### config.mk
export PLATFORM = sky130hd
export DESIGN_NAME = rs_latch_driver
export DESIGN_NICKNAME = d
export VERILOG_FILES = /design/src/rtl/rs_latch_pkg.sv /design/src/rtl/rs_pulse_timer.sv /design/src/rtl/rs_latch_driver.sv
export SDC_FILE = /design/constraint.sdc
export NUM_CORES = 1
export LEC_CHECK = 0
export ABC_AREA = 1
export CAP_MARGIN = 20
export CORE_UTILIZATION = 40
export CTS_BUF_LIST = sky130_fd_sc_hd__clkbuf_8
export DETAILED_ROUTE_END_ITERATION = 10
export PLACE_DENSITY_LB_ADDON = 0.12
export SETUP_SLACK_MARGIN = 0.05
export SLEW_MARGIN = 20
export SYNTH_ARGS = -nofsm -noshare
export SYNTH_HDL_FRONTEND = slang
export SYNTH_SLANG_ARGS = --single-unit
### constraint.sdc
create_clock -name clk -period 1.37 [get_ports clk]
set_clock_uncertainty 0.2 [all_clocks]
set_input_delay 0.137 -clock clk [delete_from_list [all_inputs] [get_ports clk]]
set_output_delay 0.137 -clock clk [all_outputs]
set_load 0.03 [all_outputs]
### src/rtl/rs_latch_pkg.sv
// Shared encodings for the active-low RS latch driver: command ops, FSM states
// and the pass/fail rule applied when a command completes.
package rs_latch_pkg;

  typedef enum logic [1:0] {
    OP_HOLD  = 2'b00,
    OP_SET   = 2'b01,
    OP_RESET = 2'b10,
    OP_ILL   = 2'b11
  } op_t;

  typedef enum logic [1:0] {
    ST_IDLE,
    ST_PULSE,
    ST_SETTLE,
    ST_CHECK
  } state_t;

  // Width of a down-counter that must hold the larger of two cycle counts.
  function automatic int unsigned cnt_width(input int unsigned a, input int unsigned b);
    return $clog2(((a > b) ? a : b) + 1);
  endfunction

  // 1 when the sampled latch outputs do not match what the op should produce.
  function automatic logic check_fail(input op_t op, input logic q, input logic qn);
    case (op)
      OP_SET:   return !(q && !qn);
      OP_RESET: return !(!q && qn);
      OP_HOLD:  return (q == qn);
      default:  return 1'b1;
    endcase
  endfunction

endpackage

### src/rtl/rs_pulse_timer.sv
// Loadable down-counter shared by the PULSE and SETTLE phases. Stops at zero.
module rs_pulse_timer #(
  parameter int unsigned W = 2
) (
  input  logic         clk,
  input  logic         rst,
  input  logic         load,
  input  logic [W-1:0] value,
  output logic         expire
);

  logic [W-1:0] cnt_q;
  logic [W-1:0] cnt_d;

  // Next count: load wins, otherwise decrement until zero.
  always_comb begin
    cnt_d = cnt_q;
    if (load) begin
      cnt_d = value;
    end else if (cnt_q != '0) begin
      cnt_d = cnt_q - W'(1);
    end
  end

  // Count register with synchronous reset.
  always_ff @(posedge clk) begin
    if (rst) begin
      cnt_q <= '0;
    end else begin
      cnt_q <= cnt_d;
    end
  end

  assign expire = (cnt_q == W'(1));

endmodule

### src/rtl/rs_latch_driver.sv
// Command-side driver for an active-low RS (NAND) latch: accepts SET/RESET/HOLD
// over valid/ready, drives timed active-low pulses on s or r, lets the latch
// settle, then reports done with a pass/fail flag and the sampled q.
module rs_latch_driver
  import rs_latch_pkg::*;
#(
  parameter int unsigned PULSE_CYC  = 2,
  parameter int unsigned SETTLE_CYC = 2
) (
  input  logic       clk,
  input  logic       rst,
  input  logic       cmd_valid,
  output logic       cmd_ready,
  input  logic [1:0] cmd_op,
  output logic       r,
  output logic       s,
  input  logic       q,
  input  logic       qn,
  output logic       done,
  output logic       err,
  output logic       q_last
);

  localparam int unsigned CW = cnt_width(PULSE_CYC, SETTLE_CYC);

  state_t        state_q;
  op_t           op_q;
  op_t           op_in;
  logic          ready_q;
  logic          r_q;
  logic          s_q;
  logic          done_q;
  logic          err_q;
  logic          qlast_q;
  logic          accept;
  logic          pulse_op;
  logic          tmr_load;
  logic          tmr_expire;
  logic [CW-1:0] tmr_value;

  assign op_in    = op_t'(cmd_op);
  assign accept   = cmd_valid && ready_q;
  assign pulse_op = (op_in == OP_SET) || (op_in == OP_RESET);

  // Timer load on entry to PULSE (from accept) and on entry to SETTLE.
  always_comb begin
    tmr_load  = 1'b0;
    tmr_value = '0;
    if (state_q == ST_IDLE && accept && pulse_op) begin
      tmr_load  = 1'b1;
      tmr_value = CW'(PULSE_CYC);
    end else if (state_q == ST_PULSE && tmr_expire) begin
      tmr_load  = 1'b1;
      tmr_value = CW'(SETTLE_CYC);
    end
  end

  rs_pulse_timer #(
    .W (CW)
  ) u_timer (
    .clk    (clk),
    .rst    (rst),
    .load   (tmr_load),
    .value  (tmr_value),
    .expire (tmr_expire)
  );

  // Control FSM with registered r/s/ready/done/err/q_last. The check result is
  // registered on the edge entering CHECK so done/err are visible during CHECK.
  always_ff @(posedge clk) begin
    if (rst) begin
      state_q <= ST_IDLE;
      op_q    <= OP_HOLD;
      ready_q <= 1'b1;
      r_q     <= 1'b1;
      s_q     <= 1'b1;
      done_q  <= 1'b0;
      err_q   <= 1'b0;
      qlast_q <= 1'b0;
    end else begin
      done_q <= 1'b0;
      case (state_q)
        ST_IDLE: begin
          if (accept) begin
            op_q    <= op_in;
            ready_q <= 1'b0;
            if (pulse_op) begin
              state_q <= ST_PULSE;
              s_q     <= (op_in != OP_SET);
              r_q     <= (op_in != OP_RESET);
            end else begin
              state_q <= ST_CHECK;
              done_q  <= 1'b1;
              err_q   <= check_fail(op_in, q, qn);
              qlast_q <= q;
            end
          end
        end
        ST_PULSE: begin
          if (tmr_expire) begin
            state_q <= ST_SETTLE;
            r_q     <= 1'b1;
            s_q     <= 1'b1;
          end
        end
        ST_SETTLE: begin
          if (tmr_expire) begin
            state_q <= ST_CHECK;
            done_q  <= 1'b1;
            err_q   <= check_fail(op_q, q, qn);
            qlast_q <= q;
          end
        end
        default: begin
          state_q <= ST_IDLE;
          ready_q <= 1'b1;
        end
      endcase
    end
  end

  assign cmd_ready = ready_q;
  assign r         = r_q;
  assign s         = s_q;
  assign done      = done_q;
  assign err       = err_q;
  assign q_last    = qlast_q;

endmodule
After elaboration in Yosys (flattened, before gate mapping)
Index checks and enable logic that the tools add are counted.
{"block": "word_totals", "ff_bits": 12, "latchBits": 0, "mem_bits_rw": 0, "romBits": 0, "input_bits": 7, "out_inout_bits": 6, "elab_cells": 84, "mem_count": 0}
{"block": "classes", "add_sub_neg": 1, "multipliers": 0, "div": 0, "order_cmp": 0, "eq_ne": 15, "shifts": 0, "n_mux": 34, "n_bitwise": 1, "reduce_logical": 24}
{"op": "1-bit 2-to-1 mux", "n": 17}
{"op": "2-bit 2-to-1 mux", "n": 8}
{"op": "2-bit inequality test, second input constant", "n": 6}
{"op": "1-bit case mux with 2 select lines", "n": 6}
{"op": "2-bit by 1-bit == test with 1-bit output, second input constant", "n": 4}
{"op": "4-bit AND reduction", "n": 2}
{"op": "2-bit nonzero test", "n": 4}
{"op": "2-bit == test, second input constant", "n": 3}
{"op": "1-bit logical AND", "n": 6}
{"op": "2-bit logical NOT", "n": 3}
{"op": "1-bit case mux with 3 select lines", "n": 2}
{"op": "2-bit case mux with 3 select lines", "n": 1}
{"op": "1-bit logical NOT", "n": 4}
{"op": "2-bit AND reduction", "n": 2}
{"op": "3-bit AND reduction", "n": 1}
{"op": "2-bit by 1-bit inequality test with 1-bit output, second input constant", "n": 1}
{"op": "2-bit OR reduction", "n": 1}
{"op": "2-bit by 1-bit subtractor with 2-bit output, second input constant", "n": 1}
{"op": "1-bit == test", "n": 1}
{"op": "1-bit logical OR", "n": 1}
{"op": "1-bit NOT", "n": 1}

Longest topological paths before layout
{"block": "depth", "depth_word": 7, "mapped_depth": 10, "mapped_depth_nobuf": 10}

Modules after synthesis
A second synthesis with hierarchy kept.
{"block": "hier_totals", "hier_cells": 126, "hier_area_um2": 824.5}
{"module": "rs_latch_driver", "instances": 1, "cells_per_inst": 104, "area_per_inst_um2": 684.4, "seq_area_each_um2": 200.2}
{"module": "rs_pulse_timer", "instances": 1, "cells_per_inst": 22, "area_per_inst_um2": 140.1, "seq_area_each_um2": 40.0}

Worst setup path before layout
No wires, ideal clock.
{"block": "synth_path", "kind": "flip-flop to flip-flop", "start": "register state_q[0]", "end": "register r_q (netlist: r)", "setup_ps": 122, "t_arrival_ps": 1176, "required_ps": 1048, "setup_slack_ps": -128, "stages_incl_launch_ff": 7, "path_buffers": 0, "synth_period_minus_slack_ps": 1498, "path_cell_list": "dfxtp_1 > inv_1 > ha_1 > o21ai_0 > nand3_1 > nand2_1 > nand3_1"}
{"block": "synth_between", "elab_chain_len": 3, "word_cells_on_any_way": 8, "classes_between": "eq/ne (4); mux (1); reduce/logical (3)"}
{"item": "from (decl)", "line_no": "rs_latch_driver.sv:26", "text": "state_t state_q;"}
{"item": "from (signal assigned)", "line_no": "rs_latch_driver.sv:72", "text": "state_q <= ST_IDLE;"}
{"item": "from (signal assigned)", "line_no": "rs_latch_driver.sv:88", "text": "state_q <= ST_PULSE;"}
{"item": "from (signal assigned)", "line_no": "rs_latch_driver.sv:92", "text": "state_q <= ST_CHECK;"}
{"item": "2-bit by 1-bit == test with 1-bit output or 2-bit logical NOT (tied branches)", "line_no": "rs_latch_driver.sv:82", "text": "case (state_q)"}
{"item": "2-bit inequality test (no source line) or 2-bit nonzero test (tied branches)"}
{"item": "4-bit AND reduction (no source line)"}
{"item": "to (signal assigned)", "line_no": "rs_latch_driver.sv:90", "text": "r_q <= (op_in != OP_RESET);"}
{"item": "to (decl)", "line_no": "rs_latch_driver.sv:30", "text": "logic r_q;"}
Several ways; a longest one is shown, not always the timed one.
A chain may end at the register's enable or synchronous reset.

Worst setup path in the final report
{"block": "layout_path", "start": "register state_q[0]", "end": "register ready_q (netlist: cmd_ready)"}
{"block": "layout_between", "elab_chain_len": 4, "word_cells_on_any_way": 8, "classes_between": "eq/ne (3); mux (1); bitwise (1); reduce/logical (3)"}
{"item": "2-bit by 1-bit == test with 1-bit output or 2-bit == test (tied branches)", "line_no": "rs_latch_driver.sv:82"}
{"item": "2-bit OR reduction (no source line)"}
{"item": "1-bit NOT (no source line)"}
{"item": "2-bit AND reduction (no source line)"}
{"item": "to (signal assigned)", "line_no": "rs_latch_driver.sv:74", "text": "ready_q <= 1'b1;"}
{"item": "to (signal assigned)", "line_no": "rs_latch_driver.sv:86", "text": "ready_q <= 1'b0;"}
{"item": "to (signal assigned)", "line_no": "rs_latch_driver.sv:116", "text": "ready_q <= 1'b1;"}
{"item": "to (decl)", "line_no": "rs_latch_driver.sv:29", "text": "logic ready_q;"}
Several ways; a longest one is shown, not always the timed one.

==> flow_summary.toml <==
[critical_path]
path_cells = "inv_4 -> ha_4 -> nand2_4 -> buf_4 -> nand2_1 -> a21oi_1 -> o21ai_0"
cp.depth = 7
ff2ff_setup_slack_ns = -0.05
crit-reg2reg-launch = "state_q[0]"
slowest_stage = "dfxtp_2"
r2r_end = "cmd_ready"
worst_setup_path_end_kind = "flip-flop"
crit_path_start = "state_q[0]"
crit_required_ns = 1.29
crit_path_start_kind = "flip-flop"
worstSetupPathType = "reg2reg"
worstPathBufferInverterCount = 2
endpoint = "cmd_ready"
reg2regPathDepth = 7
critPathTopFamily = "flip-flops"
slowest_delay_ns = 0.35
cp_max_fo = 8
arrival_ns = 1.34

[clock_tree]
clockBufferDepth = 2
cts_sinks = 12
ctsRootBufferMaster = "clkbuf_8"
htree_levels = 1
postCtsHoldBufs = 0
clock_latency_ns = 0.24
cts_tree = "built"
clk_pin_slew_ns = 0.05
numCtsBuffers = 3

[route]
drt_wl_total_um = 2000
vias = 840
routedWlPerCell_um = 11.7
postRouteAntennaNets = 0
vias_per_cell = 4.91
drc_errors = 0
dr.pass1.iters = 4
drt-initial-drc-count = 8

[synthesis]
synth_top_cell_by_area = "dfxtp_1"
seq_area_frac_synth_pct = 31.0
synth_area_leaders = "dfxtp_1 31%, ha_1 19%, nand2_1 12%"
synth_top_area_share_pct = 31.0
netlist_instances = 111
async_reset_ff_share_pct = 0
syn-num-nets = 130
synth_cell_type_count = 17
synthFlopType = "dfxtp_1"
syn_area_um2 = 774
netlist_top_cells_count = "24 x nand2_1, 22 x inv_1, 12 x dfxtp_1, 12 x ha_1, 9 x o21ai_0"
ys_ff_latch = 12
synth-edff-count = 0
syn_avg_cell_area_um2 = 6.98
post-synth-top-count-cell = "nand2_1"
ys_warn_count = 0

[floorplan]
core_um2 = 1760
rows = 15
die_w_um = 46
die_area_um2 = 2120
fp.dieH_um = 46
io_pins = 13
initial_utilization_pct = 43.9

[placed_design]
place_area_um2 = 1080
gp_congestion = 0.798
dpl.cell_count = 162
post-dp-hpwl_um = 1370
io_buffers = 12

[global_routing]
grt_antenna_before_repair = 0
grt_pass1_vias = 750
gr-usage-all-layers_pct = 21.0
grt_max_degree = 9
grt_pass1_wl_um = 3040
overflow = 0

[final_layout]
fin_area_um2 = 1310
fin_cells = 171
nets = 166
area_growth_pct = 69.1
antenna_cells = 0
drive_gt1_share_pct = 45.9

[power]
p_leak_nw = 0.633
pwr_density_cell_nw_per_um2 = 2120
ir_worst_vdd_mv = 1.75

[timing]
hold_viol = 0
setup-violations-final = 8
max-slew-margin-rel_pct = 80.5
final.setup.worst_slack_ns = -0.0536
tightest_slew_ns = 0.293
fmax_mhz = 702
fin_crit_ns = 1.42
hold_slack_ns = 0.120
grt_setup_unrepaired = "true"
drv_slew = 0
fin_crit_sh_pct = 104

[status]
failed_checks = "negative setup slack"
status = "finished, violations left"

[job]
cap_violations = 0

[min_path]
hold_path.class = "in2reg"
==> metrics by stage <==
stage | power [W] | worst slack [ns] | util (%) | setup TNS, ns
after global placement | 0.00196 | -0.365 | 61.3 | -2.62
after detailed placement | 0.00201 | -0.400 | 61.3 | -2.99
final | 0.00278 | -0.0536 | 74.3 | -0.255
after CTS | 0.00263 | -0.0182 | 71.6 | -0.0258
after global routing | 0.00298 | -0.127 | 74.3 | -1.00
after floorplan | 0.00155 | 0.0501 | - | 0
==> state kept, by name, summed over array words and instances (netlist names) <==
signal and flops:
s 1, op_q 2, done 1, q_last 1, cmd_ready 1, state_q 2, u_timer.cnt_q 2, r 1
err 1
==> placed cells by master, fill, tap and decap left out, types with 3 or more instances in the layout <==
cell type and instances:
nand2_1 17, buf_4 15, inv_1 12, inv_2 8, dfxtp_1 8, nor2_1 6
ha_4 6, nand3_1 5, o21ai_0 5, nand2_4 4, nand2_2 4, a21oi_1 4
ha_1 4, clkbuf_8 4, buf_6 4, o21ai_1 3, dfxtp_2 3, dlygate4sd2_1 3
clkbuf_2 3
==> area by class of cell <==
type                            count  area, µm²
Multi-Input combinational cell     77        624
Inverter                           22       87.6
Timing Repair Buffer               31        264
Clock buffer                        4       55.1
Sequential cell                    12        248
Fill cell                         145        454
Tap cell                           25       31.3
==> layer usage <==
layer  track usage, %  up-vias  share of wire (%)
li1                 -      421                  -
met1             21.7      396                 41
met2             38.9       16                 53
met3             4.76        7                2.4
met4             10.6        0                3.1
met5                0        -                  0
==> repair_timing <==
item / in CTS / in global routing
endpoints found under the setup margin: 17 / 18
resized for setup: 37 / 23
buffers inserted: 3 / 2
pin swaps: 14 / 7
==> cells by family (layout without fill, tap and decap cells) <==
family / after synthesis / in the layout / synth area share (%)
simple gates: 45 / 45 / 24.6
flops: 12 / 12 / 31.0
compound gates: 20 / 20 / 14.4
fa+ha+maj: 12 / 12 / 19.4
buf+inv: 22 / 57 / 10.7
==> worst reg2reg max path, cell delays in order (launching register included) <==
cell	delay, ns
dfxtp_2	0.35
inv_4	0.05
ha_4	0.21
nand2_4	0.12
buf_4	0.12
nand2_1	0.05
a21oi_1	0.11
o21ai_0	0.09
==> power by group <==
part	leakage (nW)	switching, W	total, W	internal, W
clock	0.0288	0.000136	0.000390	0.000254
sequential	0.100	0.0000954	0.000608	0.000512
combinational	0.504	0.000998	0.00178	0.000784
total	0.633	0.00123	0.00278	0.00155
==> worst min path at each step <==
| stage | start | depth (start not counted) | endpoint |
|---|---|---|---|
| after floorplan | rst | 1 | state_q[1] |
| after global placement | s | 2 | s |
| after detailed placement | s | 2 | s |
| after CTS | cmd_op[1] | 4 | op_q[1] |
| after global routing | q | 4 | q_last |
| final | q | 4 | q_last |
Note: power is estimated with default switching activity, not from simulation.
